`config.mk`:
```
export PLATFORM = sky130hd
export DESIGN_NAME = alu_share_arb_flat
export DESIGN_NICKNAME = d
export VERILOG_FILES = /design/src/rtl/cc_alu_pkg.sv /design/src/rtl/alu_share_arb_if.sv /design/src/rtl/alu.sv /design/src/rtl/rr_arbiter.sv /design/src/rtl/alu_share_arb.sv /design/src/flat_wrapper.sv
export VERILOG_INCLUDE_DIRS = /design/src /design/src/rtl
export SDC_FILE = /design/constraint.sdc
export NUM_CORES = 1
export LEC_CHECK = 0
export CORE_ASPECT_RATIO = 1.75
export CORE_MARGIN = 2
export CORE_UTILIZATION = 35
export CTS_CLUSTER_DIAMETER = 40
export CTS_CLUSTER_SIZE = 40
export DETAILED_ROUTE_END_ITERATION = 7
export HOLD_SLACK_MARGIN = 0.12
export SKIP_LAST_GASP = 1
export SYNTH_ARGS = -nofsm -noshare
export SYNTH_HDL_FRONTEND = slang
export SYNTH_SLANG_ARGS = --single-unit
export TNS_END_PERCENT = 5
```
`constraint.sdc`:
```
create_clock -name clk -period 7.53 [get_ports clk]
set_clock_uncertainty 0.05 [all_clocks]
set_input_delay 1.506 -clock clk [delete_from_list [all_inputs] [get_ports clk]]
set_output_delay 1.506 -clock clk [all_outputs]
set_load 0.005 [all_outputs]
```
`src/rtl/cc_alu_defs.sv`:
```
// Shared ALU opcode macros; unknown codes fall through to ADD inside the ALU.
`ifndef CC_ALU_DEFS_SV
`define CC_ALU_DEFS_SV
`define ALU_ADD 4'h0
`define ALU_SUB 4'h1
`define ALU_AND 4'h2
`define ALU_OR  4'h3
`define ALU_XOR 4'h4
`define ALU_CMP 4'h5
`define ALU_SHL 4'h6
`define ALU_SHR 4'h7
`endif

```
`src/rtl/cc_alu_pkg.sv`:
```
// Shared ALU types: compare-flag layout and the issue-stage request record.
package cc_alu_pkg;
  localparam int FLAG_W    = 10;
  localparam int ALU_IDX_W = 3;

  localparam int FLG_GT_S = 0;
  localparam int FLG_LE_S = 1;
  localparam int FLG_GE_S = 2;
  localparam int FLG_LT_S = 3;
  localparam int FLG_GT_U = 4;
  localparam int FLG_LE_U = 5;
  localparam int FLG_GE_U = 6;
  localparam int FLG_LT_U = 7;
  localparam int FLG_NE   = 8;
  localparam int FLG_EQ   = 9;

  typedef struct packed {
    logic [31:0]          op_a;
    logic [31:0]          op_b;
    logic [3:0]           alu_op;
    logic [ALU_IDX_W-1:0] idx;
  } alu_req_t;
endpackage

```
`src/rtl/alu_share_arb_if.sv`:
```
// Request/response bundle between the requesters and the shared-ALU arbiter.
interface alu_share_arb_if
  import cc_alu_pkg::*;
#(
  parameter int NUM_REQ = 4,
  parameter int DATA_W  = 32,
  parameter int OP_W    = 4
);
  logic [NUM_REQ-1:0]        req_valid;
  logic [NUM_REQ-1:0]        req_ready;
  logic [NUM_REQ*DATA_W-1:0] req_op_a;
  logic [NUM_REQ*DATA_W-1:0] req_op_b;
  logic [NUM_REQ*OP_W-1:0]   req_alu_op;
  logic [NUM_REQ-1:0]        rsp_valid;
  logic [NUM_REQ-1:0]        rsp_ready;
  logic [NUM_REQ*DATA_W-1:0] rsp_result;
  logic [NUM_REQ*FLAG_W-1:0] rsp_flag;
  logic [FLAG_W-1:0]         last_cmp_flag;
  logic                      last_cmp_valid;
  logic [NUM_REQ-1:0]        busy;

  modport master (
    output req_valid, req_op_a, req_op_b, req_alu_op, rsp_ready,
    input  req_ready, rsp_valid, rsp_result, rsp_flag,
           last_cmp_flag, last_cmp_valid, busy
  );

  modport slave (
    input  req_valid, req_op_a, req_op_b, req_alu_op, rsp_ready,
    output req_ready, rsp_valid, rsp_result, rsp_flag,
           last_cmp_flag, last_cmp_valid, busy
  );
endinterface

```
`src/rtl/alu.sv`:
```
// Combinational 32-bit ALU; flags always reflect op_a versus op_b regardless of opcode.
`include "cc_alu_defs.sv"
module alu
  import cc_alu_pkg::*;
(
  input  logic [31:0]       op_a,
  input  logic [31:0]       op_b,
  input  logic [3:0]        alu_op,
  output logic [31:0]       result,
  output logic [FLAG_W-1:0] flag
);
  logic lt_s;
  logic lt_u;
  logic eq;

  assign lt_s = $signed(op_a) < $signed(op_b);
  assign lt_u = op_a < op_b;
  assign eq   = op_a == op_b;

  always_comb begin
    case (alu_op)
      `ALU_SUB, `ALU_CMP: result = op_a - op_b;
      `ALU_AND:           result = op_a & op_b;
      `ALU_OR:            result = op_a | op_b;
      `ALU_XOR:           result = op_a ^ op_b;
      `ALU_SHL:           result = op_a << op_b[4:0];
      `ALU_SHR:           result = op_a >> op_b[4:0];
      default:            result = op_a + op_b;
    endcase
  end

  always_comb begin
    flag           = '0;
    flag[FLG_GT_S] = !lt_s && !eq;
    flag[FLG_LE_S] = lt_s || eq;
    flag[FLG_GE_S] = !lt_s;
    flag[FLG_LT_S] = lt_s;
    flag[FLG_GT_U] = !lt_u && !eq;
    flag[FLG_LE_U] = lt_u || eq;
    flag[FLG_GE_U] = !lt_u;
    flag[FLG_LT_U] = lt_u;
    flag[FLG_NE]   = !eq;
    flag[FLG_EQ]   = eq;
  end
endmodule

```
`src/rtl/rr_arbiter.sv`:
```
// Round-robin picker: first eligible requester at or above pointer, wrapping; combinational.
module rr_arbiter #(
  parameter  int N  = 4,
  localparam int IW = (N > 1) ? $clog2(N) : 1
) (
  input  logic [N-1:0]  eligible,
  input  logic [IW-1:0] pointer,
  output logic [N-1:0]  grant,
  output logic [IW-1:0] grant_idx
);
  logic found;
  int   c;

  always_comb begin
    grant     = '0;
    grant_idx = '0;
    found     = 1'b0;
    c         = 0;
    for (int k = 0; k < N; k++) begin
      c = (int'(pointer) + k) % N;
      if (!found && eligible[IW'(c)]) begin
        found             = 1'b1;
        grant[IW'(c)]     = 1'b1;
        grant_idx         = IW'(c);
      end
    end
  end
endmodule

```
`src/rtl/alu_share_arb.sv`:
```
// Shares one ALU among NUM_REQ requesters; response 2 edges after accept, one op in flight per requester.
// A requester with an unpopped response is held off unless it pops in the same cycle it re-requests.
`include "cc_alu_defs.sv"
module alu_share_arb
  import cc_alu_pkg::*;
#(
  parameter int NUM_REQ = 4,
  parameter int DATA_W  = 32,
  parameter int OP_W    = 4,
  parameter int IDX_W   = $clog2(NUM_REQ)
) (
  input logic            clk,
  input logic            rst_n,
  alu_share_arb_if.slave bus
);
  logic [NUM_REQ-1:0]        busy_q;
  logic [NUM_REQ-1:0]        rsp_vld_q;
  logic [NUM_REQ*DATA_W-1:0] rsp_res_q;
  logic [NUM_REQ*FLAG_W-1:0] rsp_flg_q;
  logic [IDX_W-1:0]          ptr_q;
  logic                      iss_vld_q;
  alu_req_t                  iss_q;
  logic [FLAG_W-1:0]         last_flg_q;
  logic                      last_vld_q;

  logic [NUM_REQ-1:0] eligible;
  logic [NUM_REQ-1:0] grant;
  logic [IDX_W-1:0]   gnt_idx;
  logic [NUM_REQ-1:0] pop;
  logic [NUM_REQ-1:0] wb_mask;
  logic               accept;
  alu_req_t           sel_req;
  logic [31:0]        alu_res;
  logic [FLAG_W-1:0]  alu_flag;

  // A popping slot frees up in the same cycle, so pop and re-accept can overlap.
  assign pop      = rsp_vld_q & bus.rsp_ready;
  assign eligible = bus.req_valid & (~busy_q | pop);
  assign accept   = |grant;

  rr_arbiter #(.N(NUM_REQ)) u_rr (
    .eligible  (eligible),
    .pointer   (ptr_q),
    .grant     (grant),
    .grant_idx (gnt_idx)
  );

  always_comb begin
    sel_req = '0;
    for (int i = 0; i < NUM_REQ; i++) begin
      if (grant[i]) begin
        sel_req.op_a   = bus.req_op_a[i*DATA_W +: DATA_W];
        sel_req.op_b   = bus.req_op_b[i*DATA_W +: DATA_W];
        sel_req.alu_op = bus.req_alu_op[i*OP_W +: OP_W];
        sel_req.idx    = ALU_IDX_W'(i);
      end
    end
  end

  always_comb begin
    wb_mask = '0;
    for (int i = 0; i < NUM_REQ; i++) begin
      wb_mask[i] = iss_vld_q && (iss_q.idx == ALU_IDX_W'(i));
    end
  end

  alu u_alu (
    .op_a   (iss_q.op_a),
    .op_b   (iss_q.op_b),
    .alu_op (iss_q.alu_op),
    .result (alu_res),
    .flag   (alu_flag)
  );

  always_ff @(posedge clk or negedge rst_n) begin
    if (!rst_n) begin
      ptr_q      <= '0;
      iss_vld_q  <= 1'b0;
      iss_q      <= '0;
      busy_q     <= '0;
      rsp_vld_q  <= '0;
      rsp_res_q  <= '0;
      rsp_flg_q  <= '0;
      last_flg_q <= '0;
      last_vld_q <= 1'b0;
    end else begin
      iss_vld_q <= accept;
      if (accept) begin
        iss_q <= sel_req;
        ptr_q <= (gnt_idx == IDX_W'(NUM_REQ - 1)) ? '0 : gnt_idx + IDX_W'(1);
      end
      busy_q    <= (busy_q & ~pop) | grant;
      rsp_vld_q <= (rsp_vld_q & ~pop) | wb_mask;
      for (int i = 0; i < NUM_REQ; i++) begin
        if (wb_mask[i]) begin
          rsp_res_q[i*DATA_W +: DATA_W] <= alu_res;
          rsp_flg_q[i*FLAG_W +: FLAG_W] <= alu_flag;
        end
      end
      if (iss_vld_q && (iss_q.alu_op == `ALU_CMP)) begin
        last_flg_q <= alu_flag;
        last_vld_q <= 1'b1;
      end
    end
  end

  assign bus.req_ready      = grant;
  assign bus.rsp_valid      = rsp_vld_q;
  assign bus.rsp_result     = rsp_res_q;
  assign bus.rsp_flag       = rsp_flg_q;
  assign bus.last_cmp_flag  = last_flg_q;
  assign bus.last_cmp_valid = last_vld_q;
  assign bus.busy           = busy_q;
endmodule

```
`src/flat_wrapper.sv`:
```
// flat-port wrapper written by rule: the top's interface ports become plain ports
module alu_share_arb_flat import cc_alu_pkg::*;
#(
  parameter int NUM_REQ = 4,
  parameter int DATA_W  = 32,
  parameter int OP_W    = 4,
  parameter int IDX_W   = $clog2(NUM_REQ)
)
  (clk, rst_n, bus_req_valid, bus_req_op_a, bus_req_op_b, bus_req_alu_op, bus_rsp_ready, bus_req_ready, bus_rsp_valid, bus_rsp_result, bus_rsp_flag, bus_last_cmp_flag, bus_last_cmp_valid, bus_busy);
  alu_share_arb_if #(.NUM_REQ(NUM_REQ), .DATA_W(DATA_W), .OP_W(OP_W)) bus_i ();
  input logic clk;
  input logic rst_n;
  input wire logic [$bits(bus_i.req_valid)-1:0] bus_req_valid;
  input wire logic [$bits(bus_i.req_op_a)-1:0] bus_req_op_a;
  input wire logic [$bits(bus_i.req_op_b)-1:0] bus_req_op_b;
  input wire logic [$bits(bus_i.req_alu_op)-1:0] bus_req_alu_op;
  input wire logic [$bits(bus_i.rsp_ready)-1:0] bus_rsp_ready;
  output wire logic [$bits(bus_i.req_ready)-1:0] bus_req_ready;
  output wire logic [$bits(bus_i.rsp_valid)-1:0] bus_rsp_valid;
  output wire logic [$bits(bus_i.rsp_result)-1:0] bus_rsp_result;
  output wire logic [$bits(bus_i.rsp_flag)-1:0] bus_rsp_flag;
  output wire logic [$bits(bus_i.last_cmp_flag)-1:0] bus_last_cmp_flag;
  output wire logic [$bits(bus_i.last_cmp_valid)-1:0] bus_last_cmp_valid;
  output wire logic [$bits(bus_i.busy)-1:0] bus_busy;
  assign bus_i.req_valid = bus_req_valid;
  assign bus_i.req_op_a = bus_req_op_a;
  assign bus_i.req_op_b = bus_req_op_b;
  assign bus_i.req_alu_op = bus_req_alu_op;
  assign bus_i.rsp_ready = bus_rsp_ready;
  assign bus_req_ready = bus_i.req_ready;
  assign bus_rsp_valid = bus_i.rsp_valid;
  assign bus_rsp_result = bus_i.rsp_result;
  assign bus_rsp_flag = bus_i.rsp_flag;
  assign bus_last_cmp_flag = bus_i.last_cmp_flag;
  assign bus_last_cmp_valid = bus_i.last_cmp_valid;
  assign bus_busy = bus_i.busy;
  alu_share_arb #(.NUM_REQ(NUM_REQ), .DATA_W(DATA_W), .OP_W(OP_W), .IDX_W(IDX_W)) u_core (.clk(clk), .rst_n(rst_n), .bus(bus_i));
endmodule
```
==> results of run 1 <==
registers in the layout, summed over array words and instances (netlist names):
signal / flops
u_core.bus.last_cmp_flag: 10
u_core.ptr_q: 2
u_core.bus.last_cmp_valid: 1
u_core.iss_vld_q: 1
u_core.bus.busy: 4
u_core.iss_q: 70
u_core.bus.rsp_valid: 4
u_core.bus.rsp_flag: 40
u_core.bus.rsp_result: 128
worst paths after layout:
check,to
worst max-delay path,bus_req_ready[3]
worst min-delay path,u_core.bus.rsp_result[20]$_DFFE_PN0P_
worst max register to register,u_core.iss_q[3]$_DFFE_PN0P_
worst min register to register,u_core.bus.rsp_result[20]$_DFFE_PN0P_
max in group asynchronous,u_core.bus.rsp_result[9]$_DFFE_PN0P_
min in group asynchronous,u_core.bus.rsp_valid[2]$_DFF_PN0_
layout make-up:
| cell class | instances | area (um^2) |
|---|---|---|
| Inverter | 124 | 465 |
| Clock buffer | 27 | 676 |
| Fill cell | 5631 | 30200 |
| Tap cell | 760 | 951 |
| Multi-Input combinational cell | 1849 | 12300 |
| Clock inverter | 23 | 307 |
| Sequential cell | 260 | 6510 |
| Timing Repair Buffer | 506 | 5000 |
| Antenna cell | 2 | 5.00 |
metrics by stage:
stage | util | power (W) | std cells | area [um^2] | hold slack, ps
6_report | 0.465 | 0.0136 | 3551 | 26200 | 431
3_3_place_gp | 0.448 | 0.0119 | 3499 | 25200 | 405
3_5_place_dp | 0.448 | 0.0120 | 3499 | 25200 | 419
4_1_cts | 0.465 | 0.0135 | 3549 | 26200 | 438
5_1_grt | 0.465 | 0.0145 | 3551 | 26200 | 452
2_1_floorplan | - | 0.00840 | 2431 | 20000 | 409
critical path, cell delays in order:
cell	delay, ps
clkdlybuf4s50_1	430
a21bo_1	230
and2_1	240
or3_1	340
a211oi_1	710
a221o_2	440
clkdlybuf4s50_1	550
cells in the final DEF (no fill, tap or decap), drive strengths merged, types with 12 or more instances in the layout:
master         count
a211oi            27
a21o              18
a21oi            149
a221o             19
a221oi            79
a222oi            12
a22oi             80
a31oi             21
and2              15
and3              15
buf               35
clkbuf            27
clkdlybuf4s50    471
dfrtp            260
ha               105
inv              137
mux2              23
mux2i             79
mux4              31
nand2            253
nand2b            15
nand3             31
nor2             271
nor2b             19
nor3              43
o211ai            26
o21a              16
o21ai            239
o221ai            14
o22ai             15
o31ai             85
or3               15
power by group:
| part | total [W] | internal, W | switching, W |
|---|---|---|---|
| registers | 0.00276 | 0.00204 | 0.000718 |
| clock network | 0.00146 | 0.000729 | 0.000731 |
| logic | 0.00935 | 0.00361 | 0.00574 |
kinds of logic after synthesis:
| group | count (synthesis) |
|---|---|
| DFF | 260 |
| xor gates and xnor gates | 6 |
| AOI/OAI and AO/OA | 882 |
| and+or+nand+nor | 721 |
| muxes | 133 |
| buffers and inverters | 322 |
| adders and majority gates | 107 |
metal layers:
metal | wire length (um) | vias to the layer above | global-route usage
li1 | - | 9647 | -
met2 | 43200 | 1039 | 0.503
met5 | 0 | - | 0
met1 | 32900 | 10200 | 0.335
met3 | 5280 | 233 | 0.0311
met4 | 5570 | 0 | 0.165
==> impl_metrics.py, run 1 <==
metrics = {
    "clock_network": {
        "cts_setup_buffers": 0,
        "clock_latency_ps": 600,
        "clk_pin_slew_ps": 80,
        "cts.path.max_buffers": 3,
        "postCtsHoldBufs": 0,
        "cts_made_buffers": 27,
        "cts_tree": "done",
        "clock_sinks": 260,
        "cts_resized": 0,
        "htreeDepth": 1,
        "cts_root_buf": "clkbuf_16",
    },
    "sta": {
        "fin_tns_setup_ps": 0,
        "rsz0062_at_grt": "false",
        "hold_viol_final": 0,
        "maxSlewViolCount": 0,
        "max_freq_mhz": 166,
        "setup_viol": 0,
        "max_slew_margin": 0.250,
        "worstMarginPinSlew_ps": 1130,
        "worst_slack_ps": 1520,
        "period_minus_slack_ps": 6010,
        "finalCritPeriodShare": 0.798,
    },
    "yosys": {
        "yosysTopAreaCell": "dfrtp_1",
        "synth_xor_area_frac": 0.00263,
        "synth_ff_type": "dfrtp_1",
        "netlist_instances": 2431,
        "synth_edf_count": 0,
        "synth_area_um2": 20000,
        "seq_area_frac_synth": 0.325,
        "synth.top_cells.by_count": "270 x nor2_1, 260 x dfrtp_1, 253 x nand2_1",
        "synth_fa_ha_area_frac": 0.0677,
        "synth_compound_area_frac": 0.297,
        "synth_top_family_by_area": "compound AO/OA/AOI/OAI gates",
        "synth_top_area_share": 0.325,
        "ys_top_cells_by_area": "dfrtp_1 33%, ha_1 6.6%, o21ai_0 5.8%",
        "synth_nets": 2820,
        "synthSimpleGateAreaFrac": 0.158,
        "synthMuxAreaShare": 0.0874,
        "yosys_warnings": 0,
        "synth_async_sr_flop_share": 1.00,
        "synth-seq-cells": 260,
        "synth_cell_types": 79,
        "avgSynthCellArea_um2": 8.23,
        "yosysMostFrequentCell": "nor2_1",
    },
    "hold_path": {
        "min_from": "u_core.bus.rsp_result[20]$_DFFE_PN0P_",
        "hold_class": "reg2reg",
        "min_delay_path_depth": 2,
    },
    "global_route": {
        "antenna_found_initial": 2,
        "grt_pass1_vias": 21100,
        "grt_pass1_wl_um": 130000,
        "grt_max_degree": 144,
        "overflow": 0,
        "grtUsageTotal": 0.286,
    },
    "layout": {
        "fin_nets": 3157,
        "drive_gt1_frac": 0.0688,
        "syn2layout_area_growth_pct": 31.2,
    },
    "floorplan": {
        "start_util": 0.355,
        "coreArea_um2": 56400,
        "io_pins": 473,
        "die_y_um": 320,
        "fp-row-count": 115,
        "die_x_um": 185,
        "die_area_um2": 59100,
    },
    "place": {
        "io_buffers": 472,
        "place_congestion": 0.986,
        "preCtsSetupSlack_ps": 1500,
        "hpwlAfterDp_um": 67400,
    },
    "detailed_routing": {
        "postRouteAntennaNets": 0,
        "remaining_drc_errors": 0,
        "wl_um": 86900,
        "firstDrtPassIters": 6,
        "vias": 21200,
        "vias_per_cell": 5.96,
        "wl_per_cell_um": 24.5,
        "drt_iter0_drc": 1988,
    },
    "pwr": {
        "cellPowerDensity_nw_per_um2": 517,
        "peakVddDrop_v": 0.000917,
        "power.leakage_nw": 10.6,
    },
    "run_status": {
        "outcome": "finished clean",
    },
    "run": {
        "cap_violations": 0,
    },
    "setup_path": {
        "required_ps": 5970,
        "cp-start-kind": "input port",
        "r2r_slack_ps": 2340,
        "cp.arrival_ps": 4450,
        "r2r_cells": 9,
        "crit_start": "bus_rsp_ready[0]",
        "end_kind": "output port",
        "r2r_start": "u_core.ptr_q[0]$_DFFE_PN0P_",
        "criticalPathCategory": "in2out",
        "crit_fanout": 11,
    },
}
(Power assumes the default switching activity.)
==> run 2, diff against run 1 <==
==> constraint.sdc (replaced) <==
create_clock -name clk -period 5.2 [get_ports clk]
set_clock_uncertainty 0.05 [all_clocks]
set_input_delay 1.04 -clock clk [delete_from_list [all_inputs] [get_ports clk]]
set_output_delay 1.04 -clock clk [all_outputs]
set_load 0.005 [all_outputs]
==> run 2 against run 1 <==
  * Cell area increased by 1.5%
  * Sequential power increased by 38%
  * First-iteration DRC count decreased by 24%
  * Clock power increased by 41%
  * Non-clock buffer count increased by 51
  * Setup slack got worse by 1200 ps
  * Worst hold slack got worse by 1.2 ps
  * Flip-flop and latch count unchanged
  * Die area unchanged
  * Core utilization increased by 0.72 points
  * Via count increased by 0.57%
  * Largest cell class unchanged
  * Largest power group unchanged
  * Register-to-register slack got worse by 1600 ps
==> impl_metrics.py, run 2 (same netlist as run 1, synthesis figures left out) <==
metrics = {
    "layout": {
        "fin_nets": 3207,
        "layout_common_cells": "471 x clkdlybuf4s50_1, 266 x nor2_1, 256 x dfrtp_1",
        "seq_area_um2": 6510,
        "largest_reg_flops": 128,
        "multi_input_area_um2": 12300,
        "syn2layout_area_growth_pct": 33.2,
        "n_fill_cell": 5550,
        "drive_gt1_frac": 0.0846,
        "instances_no_fill": 3602,
        "layout_commonest_cell": "clkdlybuf4s50_1",
    },
    "hold_path": {
        "hold_class": "reg2reg",
        "min_delay_path_depth": 2,
    },
    "setup_path": {
        "cp_cell_sequence": "clkdlybuf4s50_1 > a21boi_1 > nor2_1 > mux4_2 > nor2_2 > a221oi_2 > inv_2 > clkdlybuf4s50_1",
        "criticalPathCategory": "in2out",
        "cp.arrival_ps": 3760,
        "required_ps": 4110,
        "end_kind": "output port",
        "crit_fanout": 5,
        "cp-start-kind": "input port",
        "crit_path_max_incr_delay_ps": 580,
        "cpMostUsedCell": "clkdlybuf4s50_1",
        "slowest_stage": "mux4_2",
        "r2r_cells": 11,
    },
    "sta": {
        "hold_viol_final": 0,
        "max_slew_margin": 0.189,
        "timing.hold.ws_ps": 429,
        "rsz0062_at_grt": "false",
        "finalCritPeriodShare": 0.933,
        "period_minus_slack_ps": 4850,
        "worstMarginPinSlew_ps": 1210,
        "max_freq_mhz": 206,
        "maxSlewViolCount": 0,
        "fin_tns_setup_ps": 0,
        "setup_viol": 0,
    },
    "place": {
        "io_buffers": 472,
        "place_congestion": 0.994,
        "dp.cells": 3550,
        "hpwlAfterDp_um": 70700,
    },
    "floorplan": {
        "die_y_um": 320,
        "die_area_um2": 59100,
        "die_x_um": 185,
        "fp-row-count": 115,
        "io_pins": 473,
        "start_util": 0.355,
        "coreArea_um2": 56400,
    },
    "run": {
        "cap_violations": 0,
    },
    "clock_network": {
        "cts_resized": 0,
        "cts_tree": "done",
        "cts_made_buffers": 26,
        "htreeDepth": 1,
        "postCtsHoldBufs": 0,
        "clock_latency_ps": 590,
        "cts_root_buf": "clkbuf_16",
        "clock_sinks": 260,
        "clk_pin_slew_ps": 70,
        "cts.path.max_buffers": 3,
        "cts_setup_buffers": 0,
    },
    "detailed_routing": {
        "drt_iter0_drc": 1511,
        "remaining_drc_errors": 0,
        "postRouteAntennaNets": 0,
        "wl_per_cell_um": 24.9,
        "vias_per_cell": 5.91,
        "vias": 21300,
        "firstDrtPassIters": 6,
        "wl_um": 89800,
    },
    "pwr": {
        "cellPowerDensity_nw_per_um2": 756,
        "power.leakage_nw": 10.9,
        "power.total_w": 0.0201,
        "peakVddDrop_v": 0.000585,
    },
    "global_route": {
        "antenna_found_initial": 3,
        "grtUsageTotal": 0.296,
        "overflow": 0,
        "grt_max_degree": 124,
        "grt_pass1_wl_um": 133000,
        "grt_pass1_vias": 21100,
    },
    "run_status": {
        "outcome": "finished clean",
    },
}
==> run 2: per-layer routing <==
metal	vias to the layer above	global-route usage	share of wire	wire length (um)
li1	9762	-	-	-
met1	10300	0.354	0.38	34500
met2	1000	0.525	0.50	44900
met3	190	0.0278	0.060	5370
met4	0	0.144	0.056	4990
met5	-	0	0	0
==> run 2: final timing paths <==
kind                                                  startpoint                               endpoint  slack [ps]
setup / recovery                                bus_rsp_ready[2]                       bus_req_ready[0]         350
hold / removal             u_core.bus.rsp_result[17]$_DFFE_PN0P_  u_core.bus.rsp_result[17]$_DFFE_PN0P_         430
setup reg to reg                    u_core.iss_q[60]$_DFFE_PN0P_    u_core.bus.rsp_flag[31]$_DFFE_PN0P_         710
hold reg to reg            u_core.bus.rsp_result[17]$_DFFE_PN0P_  u_core.bus.rsp_result[17]$_DFFE_PN0P_         430
max in group asynchronous                                  rst_n  u_core.bus.rsp_result[51]$_DFFE_PN0P_        3480
min in group asynchronous                                  rst_n           u_core.iss_q[70]$_DFFE_PN0P_         520
==> run 2: layout make-up <==
cell class | count | area share
Timing Repair Buffer | 557 | 0.204
Sequential cell | 260 | 0.245
Antenna cell | 4 | 0.000376
Multi-Input combinational cell | 1849 | 0.462
Inverter | 124 | 0.0175
Tap cell | 760 | 0.0357
Clock inverter | 21 | 0.0111
Clock buffer | 27 | 0.0249
==> run 2: report_power, final <==
group | switching [W] | leakage (nW) | internal [W] | total, W
combinational | 0.00875 | 7.14 | 0.00554 | 0.0143
sequential | 0.000849 | 3.25 | 0.00295 | 0.00380
clock | 0.00103 | 0.458 | 0.00103 | 0.00206
total | 0.0106 | 10.9 | 0.00952 | 0.0201
==> run 2: stage by stage <==
step / area (um^2) / setup slack [ps] / utilization
floorplan: 20000 / 1220 / -
global placement: 25700 / 456 / 0.455
detailed placement: 25700 / 432 / 0.455
CTS: 26600 / 407 / 0.472
global route: 26600 / 268 / 0.472
finish: 26600 / 350 / 0.472
==> run 2: worst max-delay path: cells and delay by family <==
kind / cells / cell delay [ps]
buf+inv: 3 / 1090
mux: 1 / 580
compound gates: 2 / 550
simple gates: 2 / 510
==> run 3, diff against run 2 <==
--- a/config.mk
+++ b/config.mk
@@ -13,6 +13,7 @@
 export CTS_CLUSTER_SIZE = 40
 export DETAILED_ROUTE_END_ITERATION = 7
 export HOLD_SLACK_MARGIN = 0.12
+export PLACE_DENSITY = 0.65
 export SKIP_LAST_GASP = 1
 export SYNTH_ARGS = -nofsm -noshare
 export SYNTH_HDL_FRONTEND = slang
==> run 3 against run 2 <==
  * Cell area hardly changed
  * Global-route usage is 0.50 points higher
  * Clock-buffer cell count is 2 higher
  * Sequential power is 2% lower
  * Non-clock buffer count is 1 higher
  * Core utilization hardly changed
  * Power is 0.83% higher
  * Worst hold slack better by 1.9 ps
  * Via count is 0.93% higher
  * Cell count hardly changed
  * Clock power is 2% higher
  * Critical path type unchanged
==> impl_metrics.py, run 3 (same netlist as run 1, synthesis figures left out) <==
metrics = {
    "run_status": {
        "outcome": "finished clean",
    },
    "layout": {
        "largest_reg_flops": 128,
        "syn2layout_area_growth_pct": 33.3,
        "layout_common_cells": "471 x clkdlybuf4s50_1, 266 x nor2_1, 256 x dfrtp_1",
        "layout_commonest_cell": "clkdlybuf4s50_1",
        "fin_nets": 3209,
        "final_util": 0.473,
        "seq_area_um2": 6510,
        "drive_gt1_frac": 0.0849,
        "n_fill_cell": 5557,
        "multi_input_area_um2": 12300,
    },
    "hold_path": {
        "min_delay_path_depth": 1,
        "hold_class": "reg2reg",
    },
    "clock_network": {
        "htreeDepth": 1,
        "cts_resized": 0,
        "clock_sinks": 260,
        "cts.path.max_buffers": 3,
        "cts_tree": "done",
        "clock_latency_ps": 590,
        "postCtsHoldBufs": 0,
        "cts_made_buffers": 27,
        "clk_pin_slew_ps": 80,
        "cts_root_buf": "clkbuf_16",
        "cts_setup_buffers": 0,
    },
    "sta": {
        "worstMarginPinSlew_ps": 1450,
        "fin_tns_setup_ps": 0,
        "hold_viol_final": 0,
        "max_freq_mhz": 209,
        "rsz0062_at_grt": "false",
        "maxSlewViolCount": 0,
        "setup_viol": 0,
        "finalCritPeriodShare": 0.922,
        "period_minus_slack_ps": 4790,
        "timing.hold.ws_ps": 431,
        "max_slew_margin": 0.0182,
    },
    "global_route": {
        "grt_pass1_wl_um": 135000,
        "antenna_found_initial": 4,
        "grtUsageTotal": 0.301,
        "overflow": 0,
        "grt_pass1_vias": 21500,
        "grt_max_degree": 110,
    },
    "pwr": {
        "power.total_w": 0.0203,
        "peakVddDrop_v": 0.000708,
        "cellPowerDensity_nw_per_um2": 762,
        "power.leakage_nw": 10.9,
    },
    "place": {
        "hpwlAfterDp_um": 71500,
        "io_buffers": 472,
        "place_congestion": 1.02,
    },
    "setup_path": {
        "cp-start-kind": "input port",
        "end_kind": "output port",
        "required_ps": 4110,
        "criticalPathCategory": "in2out",
        "cp.arrival_ps": 3700,
        "crit_fanout": 5,
        "r2r_cells": 11,
    },
    "detailed_routing": {
        "postRouteAntennaNets": 0,
        "wl_per_cell_um": 25.3,
        "drt_iter0_drc": 2143,
        "firstDrtPassIters": 8,
        "wl_um": 91300,
        "vias_per_cell": 5.96,
        "remaining_drc_errors": 0,
        "vias": 21500,
    },
    "floorplan": {
        "coreArea_um2": 56400,
        "io_pins": 473,
        "die_x_um": 185,
        "start_util": 0.355,
        "die_y_um": 320,
        "die_area_um2": 59100,
        "fp-row-count": 115,
    },
    "run": {
        "cap_violations": 0,
    },
}
[run 3: critical path, stage by stage]
cell,delay [ps]
clkdlybuf4s50_1,430
a21boi_1,350
nor2_1,160
mux4_2,590
nor2_2,330
a221oi_2,140
inv_2,130
clkdlybuf4s50_1,530
[run 3: final timing paths]
path                            slack [ps]                                 from                                      end
worst max-delay path                   410                     bus_rsp_ready[2]                         bus_req_ready[0]
min in group asynchronous              440                                rst_n  u_core.bus.last_cmp_flag[3]$_DFFE_PN0P_
worst min-delay path                   430  u_core.bus.rsp_flag[27]$_DFFE_PN0P_      u_core.bus.rsp_flag[27]$_DFFE_PN0P_
worst max register to register         460         u_core.iss_q[59]$_DFFE_PN0P_       u_core.bus.rsp_flag[1]$_DFFE_PN0P_
worst min register to register         430  u_core.bus.rsp_flag[27]$_DFFE_PN0P_      u_core.bus.rsp_flag[27]$_DFFE_PN0P_
max in group asynchronous             3650                                rst_n    u_core.bus.rsp_result[11]$_DFFE_PN0P_
[run 3: final cells by class]
| class | instances | area share |
|---|---|---|
| multi-input combinational | 1849 | 0.462 |
| sequential | 260 | 0.244 |
| timing repair buffer | 558 | 0.204 |
| tap | 760 | 0.0357 |
| clock buffer | 29 | 0.0260 |
| inverter | 124 | 0.0175 |
| clock inverter | 20 | 0.0107 |
| antenna | 4 | 0.000375 |
[run 3: per-layer routing]
metal	track usage	up-vias	wire, um
met3	0.0310	230	5780
met1	0.354	10400	34300
met5	0	-	0
met4	0.179	0	5940
li1	-	9740	-
met2	0.524	1096	45300
[run 3: power breakdown]
group	switching (W)	total [W]	internal [W]
sequential	0.000790	0.00374	0.00295
clock	0.00101	0.00210	0.00110
combinational	0.00890	0.0145	0.00556
total	0.0107	0.0203	0.00962
[run 3: stage by stage]
| stage | cells | area [um^2] | worst slack, ps |
|---|---|---|---|
| final | 3604 | 26700 | 408 |
| after floorplan | 2431 | 20000 | 1220 |
| after global routing | 3604 | 26700 | 256 |
| after CTS | 3600 | 26600 | 456 |
| after detailed placement | 3551 | 25700 | 482 |
| after global placement | 3551 | 25700 | 471 |
